File: src/rtl/regfile_write_arbiter.sv
// regfile_write_arbiter: shares the register-file write port between CPU writeback and round-robin peripheral writers
module regfile_write_arbiter #(
  parameter int NUM_IO = 3,
  parameter int RANDOM_REG = 29,
  parameter int STARVE_LIMIT = 16
) (
  input  logic                 clock,
  input  logic                 ctrl_reset,
  input  logic                 cpu_we,
  input  logic [4:0]           cpu_reg,
  input  logic [31:0]          cpu_data,
  input  logic [NUM_IO-1:0]    io_req,
  input  logic [5*NUM_IO-1:0]  io_reg,
  input  logic [32*NUM_IO-1:0] io_data,
  output logic [NUM_IO-1:0]    io_ack,
  input  logic                 starve_clear,
  output logic                 ctrl_writeEnable,
  output logic [4:0]           ctrl_writeReg,
  output logic [31:0]          data_writeReg,
  output logic                 io_starved,
  output logic                 dropped_write
);
  localparam int PW = $clog2(NUM_IO);
  localparam int CW = $clog2(STARVE_LIMIT + 1);
  logic [PW-1:0] rr_ptr, win, idx;
  logic [CW-1:0] cnt;
  logic [NUM_IO-1:0] elig;
  logic [4:0] regs [NUM_IO];
  logic [31:0] datas [NUM_IO];
  logic found, grant, has_win, prot, blocked, hit;
  logic [4:0] sel_reg;
  logic [31:0] sel_data;
  for (genvar g = 0; g < NUM_IO; g++) begin : g_unpack
    assign regs[g] = io_reg[5*g +: 5];
    assign datas[g] = io_data[32*g +: 32];
  end
  assign elig = io_req & ~io_ack;
  always_comb begin
    found = 1'b0;
    win = rr_ptr;
    idx = rr_ptr;
    for (int k = 1; k <= NUM_IO; k++) begin
      idx = PW'((int'(rr_ptr) + k) % NUM_IO);
      if (!found && elig[idx]) begin
        found = 1'b1;
        win = idx;
      end
    end
  end
  assign grant = !cpu_we && found;
  assign has_win = cpu_we || found;
  assign sel_reg = cpu_we ? cpu_reg : regs[win];
  assign sel_data = cpu_we ? cpu_data : datas[win];
  assign prot = sel_reg == 5'd0 || sel_reg == 5'(RANDOM_REG);
  assign blocked = cpu_we && |elig;
  assign hit = blocked && cnt == CW'(STARVE_LIMIT - 1);
  always_ff @(posedge clock) begin
    if (!ctrl_reset) begin
      ctrl_writeEnable <= 1'b0;
      ctrl_writeReg <= '0;
      data_writeReg <= '0;
      dropped_write <= 1'b0;
      io_ack <= '0;
      io_starved <= 1'b0;
      rr_ptr <= PW'(NUM_IO - 1);
      cnt <= '0;
    end else begin
      ctrl_writeEnable <= has_win && !prot;
      dropped_write <= has_win && prot;
      ctrl_writeReg <= has_win ? sel_reg : ctrl_writeReg;
      data_writeReg <= has_win ? sel_data : data_writeReg;
      io_ack <= grant ? NUM_IO'(1) << win : '0;
      rr_ptr <= grant ? win : rr_ptr;
      cnt <= !blocked ? '0 : cnt == CW'(STARVE_LIMIT) ? cnt : cnt + 1'b1;
      io_starved <= hit ? 1'b1 : starve_clear ? 1'b0 : io_starved;
    end
  end
endmodule

File: config.mk
export PLATFORM = sky130hd
export DESIGN_NAME = regfile_write_arbiter
export DESIGN_NICKNAME = d
export VERILOG_FILES = /design/src/rtl/regfile_write_arbiter.sv
export SDC_FILE = /design/constraint.sdc
export NUM_CORES = 1
export LEC_CHECK = 0
export CAP_MARGIN = 30
export CORE_MARGIN = 3
export CORE_UTILIZATION = 39
export CTS_BUF_LIST = sky130_fd_sc_hd__clkbuf_8
export CTS_CLUSTER_SIZE = 28
export DETAILED_ROUTE_END_ITERATION = 16
export GPL_TIMING_DRIVEN = 0
export PLACE_DENSITY = 0.95
export SETUP_SLACK_MARGIN = 0.15
export SYNTH_ARGS = -nofsm -noshare
export SYNTH_HDL_FRONTEND = slang
export SYNTH_SLANG_ARGS = --single-unit
File: constraint.sdc
create_clock -name clock -period 4 [get_ports clock]
set_clock_uncertainty 0.1 [all_clocks]
set_input_delay 0.8 -clock clock [delete_from_list [all_inputs] [get_ports clock]]
set_output_delay 0.8 -clock clock [all_outputs]
set_load 0.02 [all_outputs]
==> run_results.csv <==
group,metric,value,unit
outcome,status,"finished clean",
setup_path,cp_max_fo,10,
final_layout,nets,824,
pwr,power.density,803,mW/mm^2
synth,synth_area_per_cell,7.24,sq um
timing,setup_violations,0,
grt,grt_pass1_vias,4116,
synth,synth_top_family_by_area,"compound AO/OA/AOI/OAI gates",
timing,fmax,0.268,GHz
route,drt_first_pass_iters,5,
pwr,power.share.clock,8.0,%
final_layout,utilization,67.1,%
final_layout,mostFrequentLayoutCell,"clkdlybuf4s50_1",
synth,synth_compound_area_share,34.2,%
route,vias_per_cell,5.36,
floorplan,coreArea,0.00826,sq mm
synth,synthMuxAreaShare,2.71,%
pwr,combinationalPowerShare,75.2,%
setup_path,worstPathArrival,3830,ps
synth,synthAdderAreaFrac,2.26,%
final_layout,fin_area,0.00554,sq mm
synth,ys_seq_area_share,30.1,%
grt,grt_usage,24.8,%
pwr,power.share.switching,49.1,%
setup_path,start_kind,"input pin",
setup_path,critPathRequiredTime,4100,ps
grt,grt_pass1_wl,19.8,mm
final_layout,final_cells,769,
placement,port-buffer-count,196,
final_layout,num_antenna_cells,0,
pwr,p_leak,2.24,nW
floorplan,die_h,98.3,um
timing,max_slew.worst_pin.slew,810,ps
final_layout,synthToLayoutAreaGrowth,66.7,%
placement,place_hpwl,10.3,mm
route,drc_errors,0,
route,routed_wl,12.7,mm
timing,slew_headroom,45.2,%
floorplan,ios,198,
grt,overflow,0,
pwr,irDropWorstVdd,0.334,mV
synth,synthesis.nets,620,
timing,hold_viol_final,0,
setup_path,endpoint_kind,"flip-flop",
route,ant_nets,0,
synth,synthSimpleGateAreaFrac,22.6,%
synth,ys_ff_latch,50,
final_layout,layout_common_cells,"clkdlybuf4s50_1, nand2_1, a21oi_1",
pwr,power_frac_seq,16.7,%
clock_tree,cts_tree,"done",
synth,synth-xor-area-share,0.790,%
pwr,p_int,2.26,mW
clock_tree,cts.reportedPaths.clkPinSlew,90,ps
route,first_iter_violations,154,
setup_path,worst-setup-path-type,"in -> reg",
synth,synth_edf_count,0,
flow_run,cap_violations,0,
floorplan,dieArea,0.00967,sq mm
synth,async_flop_share,0,%
placement,pre_cts_slack,-11.5,ps
pwr,p_switching,2.19,mW
placement,placed_area,0.00543,sq mm
placement,dp.cells,761,
synth,synth_flop_cell,"dfxtp_1",
clock_tree,htree_levels,2,
clock_tree,holdBufCountCts,0,
synth,synthDistinctLibCells,44,
floorplan,die_x,98.3,um
grt,grt_start_max_net_pins,16,
clock_tree,tritoncts.num_buffers,5,
clock_tree,root_buffer,"clkbuf_8",
timing,rsz0062_at_grt,"no",
timing,setup_ws,268,ps
final_layout,drive_above_1_share,4.97,%
synth,synth_area,0.00332,sq mm
floorplan,rows,33,
route,wire_per_inst,16.5,um
synth,syn-instance-count,459,
floorplan,initial_utilization,40.3,%
clock_tree,cts_sinks,50,
pwr,power,4.45,mW
timing,period_share,93.3,%
timing,drv_slew,0,
grt,antenna_found_initial,0,
min_path,worstHoldPathType,"reg -> reg",
timing,period_minus_slack,3730,ps
clock_tree,clock_latency,290,ps
synth,ys_warn_count,0,
route,route.vias.total,4121,
clock_tree,clk_path_buf_depth,2,
placement,gp_congestion,0.873,
==> Yosys cell counts (2+ instances only) <==
master	instances	share of area (%)
nand2_1	110	12
clkbuf_1	22	2.5
o21ai_0	7	1.1
nand3_1	3	0.45
mux2i_1	9	2.7
buf_2	5	0.75
and3_1	2	0.38
o211ai_1	2	0.45
nor2_1	38	4.3
a211o_1	32	8.4
a22oi_1	5	1.1
a21boi_1	32	7.2
and2_1	2	0.38
buf_6	9	3.0
o21ai_1	5	0.75
xnor2_1	2	0.53
nor2b_1	11	2.1
inv_1	7	0.79
dfxtp_1	50	30
a21o_1	2	0.45
a21boi_0	4	0.90
a21oi_1	70	11
ha_1	6	2.3
nor4b_1	2	0.53
nand2b_1	2	0.38
o22ai_1	2	0.38
==> per-stage QoR <==
step | hold slack, ps | setup TNS, ps
2_1_floorplan | 394 | 0
3_5_place_dp | 368 | -11.5
5_1_grt | 406 | 0
3_3_place_gp | 353 | 0
4_1_cts | 381 | 0
6_report | 374 | 0
==> final cells by class <==
class / count / area [sq um]
fillers: 666 / 2720
clock buffers: 5 / 68.8
clock inverters: 3 / 40.0
plain buffers: 37 / 213
repair buffers: 197 / 1970
flip-flops and latches: 50 / 1000
multi-input cells: 364 / 2080
well taps: 105 / 131
inverters: 8 / 30.0
==> power groups by stage <==
| stage | logic (mW) | registers [mW] | clock network (mW) |
|---|---|---|---|
| global route | 3.65 | 0.762 | 0.386 |
| finish | 3.35 | 0.745 | 0.357 |
| floorplan | 2.09 | 0.926 | 0 |
| CTS | 3.34 | 0.743 | 0.366 |
| global placement | 3.21 | 0.745 | 0 |
| detailed placement | 3.33 | 0.755 | 0 |
==> path summary, 6_finish.rpt <==
kind,start,to,slack [ps],cells after the start
max,io_req[0],ctrl_writeEnable,270,13
min,io_starved,io_starved,370,2
min reg2reg,io_starved,io_starved,370,2
max reg2reg,rr_ptr[0],ctrl_writeEnable,460,14
==> cell families after synthesis <==
family | after synthesis
compound gates | 169
flops | 50
fa+ha+maj | 6
mux | 9
xor+xnor | 3
buf+inv | 45
simple gates | 177
==> routing by layer <==
| metal | part of all wire (%) | global-route usage (%) |
|---|---|---|
| met5 | 0 | 0 |
| met4 | 2.9 | 8.51 |
| met3 | 8.2 | 6.00 |
| met2 | 52 | 46.8 |
| met1 | 37 | 26.8 |
==> sequential cells by signal, indices dropped and copies added (netlist names) <==
signal            flops
cnt                   5
data_writeReg        32
ctrl_writeReg         5
rr_ptr                2
dropped_write         1
io_starved            1
io_ack                3
ctrl_writeEnable      1
==> critical path: stages <==
cell and delay [ps]:
clkdlybuf4s50_1 460, nor2b_1 300, nand2_1 130, a31o_2 300, and2_1 170, buf_6 130, a21oi_2 230, buf_6 220
mux2i_1 260, o21ai_1 150, nor4_1 340, o21ai_1 140, and3b_1 180
==> timing repair <==
item | in CTS | in global routing
endpoints found under the setup margin | 0 | 2
resized for setup | 0 | 1
buffers inserted | 0 | 0
hold endpoints to repair | 0 | 0
(Power assumes the default switching activity.)
